File: src/rtl/battle_front.sv
// Front-line locator: leftmost live friendly and rightmost live enemy, one slot per clock.
// Optional BATTLEFRONT_SATURATE_EN clamps the offset arithmetic instead of wrapping.
module battle_front #(
    parameter int FRIENDLY_OFFSET = 6,
    parameter int ENEMY_OFFSET    = 7
) (
    input  logic       clk,
    input  logic       rst,
    input  logic       Start,
    input  logic       Ack,
    input  logic [8:0] unitLoc0,
    input  logic [8:0] unitLoc1,
    input  logic [8:0] unitLoc2,
    input  logic [8:0] unitLoc3,
    input  logic [8:0] unitLoc4,
    input  logic [8:0] unitLoc5,
    input  logic [8:0] unitLoc6,
    input  logic [8:0] unitLoc7,
    input  logic [8:0] unitLoc8,
    input  logic [8:0] unitLoc9,
    input  logic [8:0] unitLoc10,
    input  logic [8:0] unitLoc11,
    input  logic [8:0] unitLoc12,
    input  logic [8:0] unitLoc13,
    input  logic [8:0] unitLoc14,
    input  logic [8:0] unitLoc15,
    input  logic [1:0] unitType0,
    input  logic [1:0] unitType1,
    input  logic [1:0] unitType2,
    input  logic [1:0] unitType3,
    input  logic [1:0] unitType4,
    input  logic [1:0] unitType5,
    input  logic [1:0] unitType6,
    input  logic [1:0] unitType7,
    input  logic [1:0] unitType8,
    input  logic [1:0] unitType9,
    input  logic [1:0] unitType10,
    input  logic [1:0] unitType11,
    input  logic [1:0] unitType12,
    input  logic [1:0] unitType13,
    input  logic [1:0] unitType14,
    input  logic [1:0] unitType15,
    input  logic [8:0] enemyLoc0,
    input  logic [8:0] enemyLoc1,
    input  logic [8:0] enemyLoc2,
    input  logic [8:0] enemyLoc3,
    input  logic [8:0] enemyLoc4,
    input  logic [8:0] enemyLoc5,
    input  logic [8:0] enemyLoc6,
    input  logic [8:0] enemyLoc7,
    input  logic [8:0] enemyLoc8,
    input  logic [8:0] enemyLoc9,
    input  logic [8:0] enemyLoc10,
    input  logic [8:0] enemyLoc11,
    input  logic [8:0] enemyLoc12,
    input  logic [8:0] enemyLoc13,
    input  logic [8:0] enemyLoc14,
    input  logic [8:0] enemyLoc15,
    input  logic [1:0] enemyType0,
    input  logic [1:0] enemyType1,
    input  logic [1:0] enemyType2,
    input  logic [1:0] enemyType3,
    input  logic [1:0] enemyType4,
    input  logic [1:0] enemyType5,
    input  logic [1:0] enemyType6,
    input  logic [1:0] enemyType7,
    input  logic [1:0] enemyType8,
    input  logic [1:0] enemyType9,
    input  logic [1:0] enemyType10,
    input  logic [1:0] enemyType11,
    input  logic [1:0] enemyType12,
    input  logic [1:0] enemyType13,
    input  logic [1:0] enemyType14,
    input  logic [1:0] enemyType15,
    output logic [8:0] friendlyFront,
    output logic [8:0] enemyFront,
    output logic [4:0] unitDamageSelect,
    output logic [4:0] enemyDamageSelect,
    output logic       Done
);

    localparam logic [8:0] FOFF = 9'(FRIENDLY_OFFSET);
    localparam logic [8:0] EOFF = 9'(ENEMY_OFFSET);

    typedef enum logic [1:0] {INI, SCAN, DONE} state_t;

    state_t     r_state;
    logic [3:0] r_idx;
    logic [8:0] r_uBest;
    logic       r_uFound;
    logic [4:0] r_uIdx;
    logic [8:0] r_eBest;
    logic       r_eFound;
    logic [4:0] r_eIdx;

    logic [8:0] w_uLoc  [16];
    logic [1:0] w_uType [16];
    logic [8:0] w_eLoc  [16];
    logic [1:0] w_eType [16];

    assign w_uLoc = '{unitLoc0, unitLoc1, unitLoc2, unitLoc3,
                      unitLoc4, unitLoc5, unitLoc6, unitLoc7,
                      unitLoc8, unitLoc9, unitLoc10, unitLoc11,
                      unitLoc12, unitLoc13, unitLoc14, unitLoc15};
    assign w_uType = '{unitType0, unitType1, unitType2, unitType3,
                       unitType4, unitType5, unitType6, unitType7,
                       unitType8, unitType9, unitType10, unitType11,
                       unitType12, unitType13, unitType14, unitType15};
    assign w_eLoc = '{enemyLoc0, enemyLoc1, enemyLoc2, enemyLoc3,
                      enemyLoc4, enemyLoc5, enemyLoc6, enemyLoc7,
                      enemyLoc8, enemyLoc9, enemyLoc10, enemyLoc11,
                      enemyLoc12, enemyLoc13, enemyLoc14, enemyLoc15};
    assign w_eType = '{enemyType0, enemyType1, enemyType2, enemyType3,
                       enemyType4, enemyType5, enemyType6, enemyType7,
                       enemyType8, enemyType9, enemyType10, enemyType11,
                       enemyType12, enemyType13, enemyType14, enemyType15};

    logic       w_uTake;
    logic       w_eTake;
    logic [8:0] w_uBestNx;
    logic       w_uFoundNx;
    logic [4:0] w_uIdxNx;
    logic [8:0] w_eBestNx;
    logic       w_eFoundNx;
    logic [4:0] w_eIdxNx;
    logic [8:0] w_fFront;
    logic [8:0] w_eFront;

    // Strict compares keep the lowest index on a tie.
    always_comb begin
        w_uTake    = (w_uType[r_idx] != 2'd0) &&
                     (!r_uFound || (w_uLoc[r_idx] < r_uBest));
        w_eTake    = (w_eType[r_idx] != 2'd0) &&
                     (!r_eFound || (w_eLoc[r_idx] > r_eBest));
        w_uBestNx  = w_uTake ? w_uLoc[r_idx] : r_uBest;
        w_uFoundNx = r_uFound | w_uTake;
        w_uIdxNx   = w_uTake ? {1'b0, r_idx} : r_uIdx;
        w_eBestNx  = w_eTake ? w_eLoc[r_idx] : r_eBest;
        w_eFoundNx = r_eFound | w_eTake;
        w_eIdxNx   = w_eTake ? {1'b0, r_idx} : r_eIdx;
    end

    always_comb begin
`ifdef BATTLEFRONT_SATURATE_EN
        w_fFront = (w_uBestNx < FOFF) ? 9'd0 : w_uBestNx - FOFF;
        w_eFront = (w_eBestNx > 9'd511 - EOFF) ? 9'd511 : w_eBestNx + EOFF;
`else
        w_fFront = w_uBestNx - FOFF;
        w_eFront = w_eBestNx + EOFF;
`endif
        if (!w_uFoundNx) w_fFront = 9'd0;
        if (!w_eFoundNx) w_eFront = 9'd511;
    end

    always_ff @(posedge clk) begin
        if (rst) begin
            r_state           <= INI;
            r_idx             <= 4'd0;
            r_uBest           <= 9'd511;
            r_uFound          <= 1'b0;
            r_uIdx            <= 5'd16;
            r_eBest           <= 9'd0;
            r_eFound          <= 1'b0;
            r_eIdx            <= 5'd16;
            friendlyFront     <= 9'd0;
            enemyFront        <= 9'd0;
            unitDamageSelect  <= 5'd16;
            enemyDamageSelect <= 5'd16;
            Done              <= 1'b0;
        end else begin
            unique case (r_state)
                INI: begin
                    if (Start) begin
                        r_state  <= SCAN;
                        r_idx    <= 4'd0;
                        r_uBest  <= 9'd511;
                        r_uFound <= 1'b0;
                        r_uIdx   <= 5'd16;
                        r_eBest  <= 9'd0;
                        r_eFound <= 1'b0;
                        r_eIdx   <= 5'd16;
                    end
                end
                SCAN: begin
                    r_uBest  <= w_uBestNx;
                    r_uFound <= w_uFoundNx;
                    r_uIdx   <= w_uIdxNx;
                    r_eBest  <= w_eBestNx;
                    r_eFound <= w_eFoundNx;
                    r_eIdx   <= w_eIdxNx;
                    r_idx    <= r_idx + 4'd1;
                    if (r_idx == 4'd15) begin
                        r_state           <= DONE;
                        friendlyFront     <= w_fFront;
                        enemyFront        <= w_eFront;
                        unitDamageSelect  <= w_uIdxNx;
                        enemyDamageSelect <= w_eIdxNx;
                        Done              <= 1'b1;
                    end
                end
                DONE: begin
                    if (Ack) begin
                        r_state <= INI;
                        Done    <= 1'b0;
                    end
                end
                default: r_state <= INI;
            endcase
        end
    end

endmodule

File: config.mk
export PLATFORM = sky130hd
export DESIGN_NAME = battle_front
export DESIGN_NICKNAME = d
export VERILOG_FILES = /design/src/rtl/battle_front.sv
export SDC_FILE = /design/constraint.sdc
export NUM_CORES = 1
export LEC_CHECK = 0
export ABC_AREA = 1
export CAP_MARGIN = 20
export CORE_MARGIN = 5
export CORE_UTILIZATION = 31
export DETAILED_ROUTE_END_ITERATION = 12
export PLACE_DENSITY_LB_ADDON = 0.2
export SLEW_MARGIN = 20
export SYNTH_ARGS = -nofsm -noshare
export SYNTH_HDL_FRONTEND = slang
export SYNTH_SLANG_ARGS = --single-unit
export TNS_END_PERCENT = 100
File: constraint.sdc
create_clock -name clk -period 4.59 [get_ports clk]
set_input_delay 0.918 -clock clk [delete_from_list [all_inputs] [get_ports clk]]
set_output_delay 0.918 -clock clk [all_outputs]
set_load 0.01 [all_outputs]
Word level (Yosys, flattened, before mapping)
Cells that the tools add are included.
{"block": "op_classes", "add_sub_neg": 3, "n_lt_le_gt_ge": 3, "n_eq_ne": 6, "n_mux": 37, "bitwise": 3, "n_reduce_logical": 15}
{"op": "two-way mux 9 bit", "n": 10}
{"op": "binary-select mux 9 bit (select 4 bit)", "n": 2}
{"op": "one-hot mux 9 bit (2 select lines)", "n": 2}
{"op": "one-hot mux 5 bit (2 select lines)", "n": 2}
{"op": "binary-select mux 2 bit (select 4 bit)", "n": 2}
{"op": "two-way mux 5 bit", "n": 3}
{"op": "two-way mux 2 bit", "n": 7}
{"op": "adder 9 x 3 -> 9 bit, second input constant", "n": 1}
{"op": "greater-than comparator 9 bit", "n": 1}
{"op": "< comparator 9 bit", "n": 1}
{"op": "subtractor 9 x 3 -> 9 bit, second input constant", "n": 1}
{"op": "one-hot mux 4 bit (2 select lines)", "n": 1}
{"op": "nonzero test 2 bit", "n": 4}
{"op": "inequality test 2 bit, second input constant", "n": 3}
{"op": "one-hot mux 1 bit (2 select lines)", "n": 3}
{"op": "one-hot mux 2 bit (3 select lines)", "n": 1}
{"op": "AND reduction 3 bit", "n": 2}
{"op": ">= comparator 5 bit, second input constant", "n": 1}
{"op": "inverter 4 -> 5 bit", "n": 1}
{"op": "adder 4 x 1 -> 4 bit, second input constant", "n": 1}
{"op": "== test 4 bit, second input constant", "n": 1}
{"op": "two-way mux 4 bit", "n": 1}
{"op": "AND reduction 2 bit", "n": 2}
{"op": "two-way mux 1 bit", "n": 3}
{"op": "7 further kinds", "n": 11}
{"block": "word_totals", "reg_bits": 65, "in_bits": 356, "output_inout_bits": 29, "wordCells": 80}

Longest topological paths before layout
{"block": "depth", "word_depth": 10, "mapped_depth": 27, "mapped_depth_nobuf": 22}

Worst setup path before layout
Ideal clock, no wire load.
{"block": "synth_timing", "path_type": "register -> register", "startpoint": "reg r_idx[0]", "endpoint": "reg enemyFront[4]", "arrival_time_ns": 3.277, "required_time_ns": 4.477, "setup_slack_ns": 1.200, "stages_incl_launch_ff": 24, "cell_sequence": "dfxtp_1 buf_6 buf_6 buf_4 buf_4 buf_2 nor2_1 o22ai_1 o211ai_1 nand2_1 ha_1 nand4_1 o221ai_1 a21oi_1 o21ai_2 nand2_4 nand2_1 nand2_1 ha_1 nand2_1 nand2_2 xnor2_1 o21ai_1 inv_1"}
{"block": "synth_between", "elab_chain_len": 10}
{"item": "from (decl)", "line": "88", "rtl": "logic [3:0] r_idx;"}
{"item": "from (signal assigned)", "line": "191", "rtl": "r_idx <= r_idx + 4'd1;"}
{"item": "inverter 4 -> 5 bit (implied by the code)", "line": "133, 134, 138"}
{"item": "binary-select mux 9 bit (select 4 bit)", "line": "134, 138"}
{"item": "two-way mux 9 bit (implied by the code) (2 in a row)", "line": "134, 138"}
{"item": "greater-than comparator 9 bit", "line": "134", "rtl": "(!r_eFound || (w_eLoc[r_idx] > r_eBest));"}
{"item": "logical OR 1 bit", "line": "134"}
{"item": "logical AND 1 bit", "line": "133", "rtl": "w_eTake = (w_eType[r_idx] != 2'd0) &&"}
{"item": "two-way mux 9 bit", "line": "138", "rtl": "w_eBestNx = w_eTake ? w_eLoc[r_idx] : r_eBest;"}
{"item": "adder 9 x 3 -> 9 bit", "line": "149", "rtl": "w_eFront = w_eBestNx + EOFF;"}
{"item": "two-way mux 9 bit", "line": "152", "rtl": "if (!w_eFoundNx) w_eFront = 9'd511;"}
{"item": "to (signal assigned)", "line": "195", "rtl": "enemyFront <= w_eFront;"}
{"item": "to (decl)", "line": "76", "rtl": "output logic [8:0] enemyFront,"}
Parallel ways exist; a longest one is shown, timed or not. The select of a mux whose other input is x is not followed.
A chain may end at the register's enable or synchronous reset.

Final worst setup path
{"block": "layout_timing", "startpoint": "reg r_idx[0]", "endpoint": "reg enemyFront[8]"}
The elaborated chain is that of the path after synthesis.

==> flow_summary.yaml <==
yosys:
  syn-cell-area_um2: 6610
  yosys.area.top_type_share: 0.197
  number_of_synthesized_flops_with_an_enable_pin: 0
  async_flop_share: 0
  synth.lib_cells_used.distinct: 48
  ys_seq_elements: 65
  synthesis.area_per_instance_um2: 6.15
  post_synth_net_total: 1451
  synthTopCellsByArea: "dfxtp_1 (20%), o21ai_0 (11%), nor2_1 (10%)"
  postSynthCellCount: 1075
  yosysTopAreaCell: "dfxtp_1"
  synth-main-ff-cell: "dfxtp_1"
  synth-warning-count: 0
  synth-seq-area-share: 0.197
placed_design:
  io_buffer_count: 384
  placed_cells: 1670
  dp_hpwl_um: 24500
  finalWeightedCongestion: 0.931
critical_path:
  critical_path.reg2reg.startpoint: "r_idx[0]"
  timing.reg2reg.worst_path_depth: 21
  worstPathRequired_ns: 4.81
  reg2reg_to: "enemyFront[8]"
  critPathCaptureType: "flop"
  cp.arrival_ns: 4.34
  kind_of_start_point_of_the_critical_path: "flop"
  critPathKind: "flop to flop"
  r2r_setup_slack_ns: 0.47
  crit_fanout: 56
pwr:
  cell_internal_pwr_uw: 1510
  power.switching_uw: 708
  swShare: 0.319
  vdd_ir_drop_max_mv: 0.226
  p_seq_frac: 0.270
  power.combinational.fraction: 0.412
  static-leakage-power_uw: 0.00423
  total_power_uw: 2220
  p_clk_frac: 0.318
  p_per_area_nw_per_um2: 206
grt:
  global_route.usage.total: 0.248
  globalRoute.totalOverflow: 0
  largest_net_degree_at_the_start_of_global_routing: 116
  first_pass_grt_wire_length_um: 47900
  grt_pass1_vias: 8422
  antenna_found_initial: 5
sta:
  hold_slack_ns: 0.462
  fin_crit_sh: 0.898
  setup_viol: 0
  fmax_ghz: 0.243
  tightestPinTransition_ns: 0.987
  slew_headroom: 0.341
  final_max_tran_viols: 0
  rsz0062_at_grt: "false"
  fin_crit_ns: 4.12
  fin_worst_skew_ns: 0.00543
  totalNegativeSetupSlack_ns: 0
  finalHoldViolations: 0
route:
  via_count: 8841
  drtPass1Iterations: 5
  routed_wl_um: 32200
  dr.first_iter.drc_count: 846
  route.detailed.vias_per_inst: 5.24
  remaining_drc_errors: 0
  antenna_violating_nets_post_route: 0
  routedWlPerCell_um: 19.1
floorplanning:
  num_rows: 53
  die-width_um: 156
  design.die.area_um2: 24300
  floorplan.initialDensity: 0.314
  num_io_pins: 385
  floorplan.core_area_um2: 21000
  die_height_um: 156
clocking:
  cts.hold.buffers_added: 0
  worst_setup_hold_path_clk_slew_ns: 0.05
  clock_tree.root_cell: "clkbuf_16"
  cts_post_setup_buffers_inserted: 0
  cts_buffers: 9
  cts.repair.resized: 0
  cts_max_path_buffers: 2
  h_tree_lvl_count: 3
  number_of_clock_sinks: 65
  worst_skew_pair.late_latency_ns: 0.32
  cts_tree: "done"
min_path:
  holdPathStages: 2
  path_class_of_the_lowest_slack_min_delay_path: "flop to flop"
  hold_end: "Done"
  launch_point_of_the_worst_hold_path: "Done"
final_layout:
  post_layout_nonfiller_instances: 1687
  layout.core_utilization: 0.514
  most_common_library_cell_in_the_layout_ignoring_fill_and_taps: "clkdlybuf4s50_1"
  area_growth_syn_to_layout_pct: 63.4
  fin_nets: 1782
  proportion_of_layout_cells_with_a_drive_suffix_above_1: 0.0525
  final_cell_mix: "clkdlybuf4s50_1 (384), nor2_1 (179), nand2_1 (169), o21ai_0 (142), inv_1 (79)"
job:
  max-cap-violations: 0
status:
  status: "completed"
-- power groups by stage --
stage / Combinational [µW] / Sequential (µW) / Clock, µW
6_report: 915 / 599 / 706
5_1_grt: 1010 / 601 / 741
4_1_cts: 920 / 599 / 712
3_5_place_dp: 913 / 611 / 0
3_3_place_gp: 904 / 610 / 0
2_1_floorplan: 505 / 602 / 0
-- layout make-up --
class	count	area, µm²
Clock buffer	13	272
Fill cell	2133	10200
Clock inverter	2	35.0
Inverter	86	325
Timing Repair Buffer	404	4060
Multi-Input combinational cell	840	4460
Antenna cell	2	5.00
Sequential cell	65	1310
Tap cell	275	344
-- cells in the mapped netlist (all sizes together), types with 3 or more instances --
| cell | instances |
|---|---|
| nand2 | 188 |
| nor2 | 183 |
| o21ai | 171 |
| inv | 83 |
| nand3 | 78 |
| o221ai | 67 |
| dfxtp | 65 |
| buf | 59 |
| a21oi | 49 |
| clkbuf | 25 |
| o211ai | 23 |
| ha | 20 |
| o22ai | 16 |
| or2 | 9 |
| nor3 | 8 |
| or3 | 6 |
| nand3b | 5 |
| nand4 | 5 |
| o311ai | 5 |
| clkinv | 3 |
-- cell families (layout without fill, tap and decap cells) --
kind of cell	after synthesis	after routing	synth area share
other	0	2	0
buffers and inverters	170	505	0.129
AND/OR/NAND/NOR	483	483	0.322
adder cells (fa/ha/maj)	20	20	0.0379
flip-flops	65	65	0.197
XOR/XNOR	3	3	0.00398
AO/OA/AOI/OAI	334	334	0.310
-- stage by stage --
step	setup slack (ns)	cell area [µm²]
floorplan	1.20	6610
global placement	0.371	10500
detailed placement	0.223	10500
CTS	0.506	10800
global route	0.132	10800
finish	0.469	10800
-- how the worst max path moves through the flow --
| stage | start | to | slack, ns | depth (start not counted) |
|---|---|---|---|---|
| after global placement | enemyLoc6[7] | enemyFront[8] | 0.37 | 20 |
| after detailed placement | enemyLoc1[8] | enemyFront[8] | 0.22 | 20 |
| after global routing | r_idx[0] | enemyFront[8] | 0.13 | 22 |
| final | r_idx[0] | enemyFront[8] | 0.47 | 21 |
| after floorplan | r_idx[0] | enemyFront[4] | 1.20 | 23 |
| after CTS | r_idx[0] | enemyFront[8] | 0.51 | 21 |
-- flip-flops by register name, summed over array words and instances, names as in the netlist --
signal / flops
enemyFront: 9
friendlyFront: 9
r_eBest: 9
r_uBest: 9
enemyDamageSelect: 5
r_eIdx: 5
r_uIdx: 5
unitDamageSelect: 5
r_idx: 4
r_state: 2
Done: 1
r_eFound: 1
r_uFound: 1
-- per-layer routing --
metal  up-vias  part of all wire  track usage
met2       365              0.48        0.422
met5         -            0.0013            0
met4         6             0.030       0.0742
met1      4024              0.40        0.305
li1       4387                 -            -
met3        59             0.089       0.0702
-- worst max-delay path, stage by stage (launching register included) --
cell and delay, ns:
dfxtp_4 0.53, inv_4 0.23, buf_12 0.25, o21ai_0 0.17, o22ai_1 0.08, o211ai_1 0.25
nand2_1 0.21, ha_1 0.34, a21oi_1 0.07, o221ai_1 0.20, a21oi_1 0.08, o21ai_2 0.38
nand2_4 0.22, nand2_1 0.14, nand2_1 0.09, ha_1 0.22, nand2_1 0.10, nand2_2 0.08
inv_1 0.08, a21oi_1 0.06, nor2_1 0.14, nor2_1 0.05
Power figures use the tool's default switching activity.
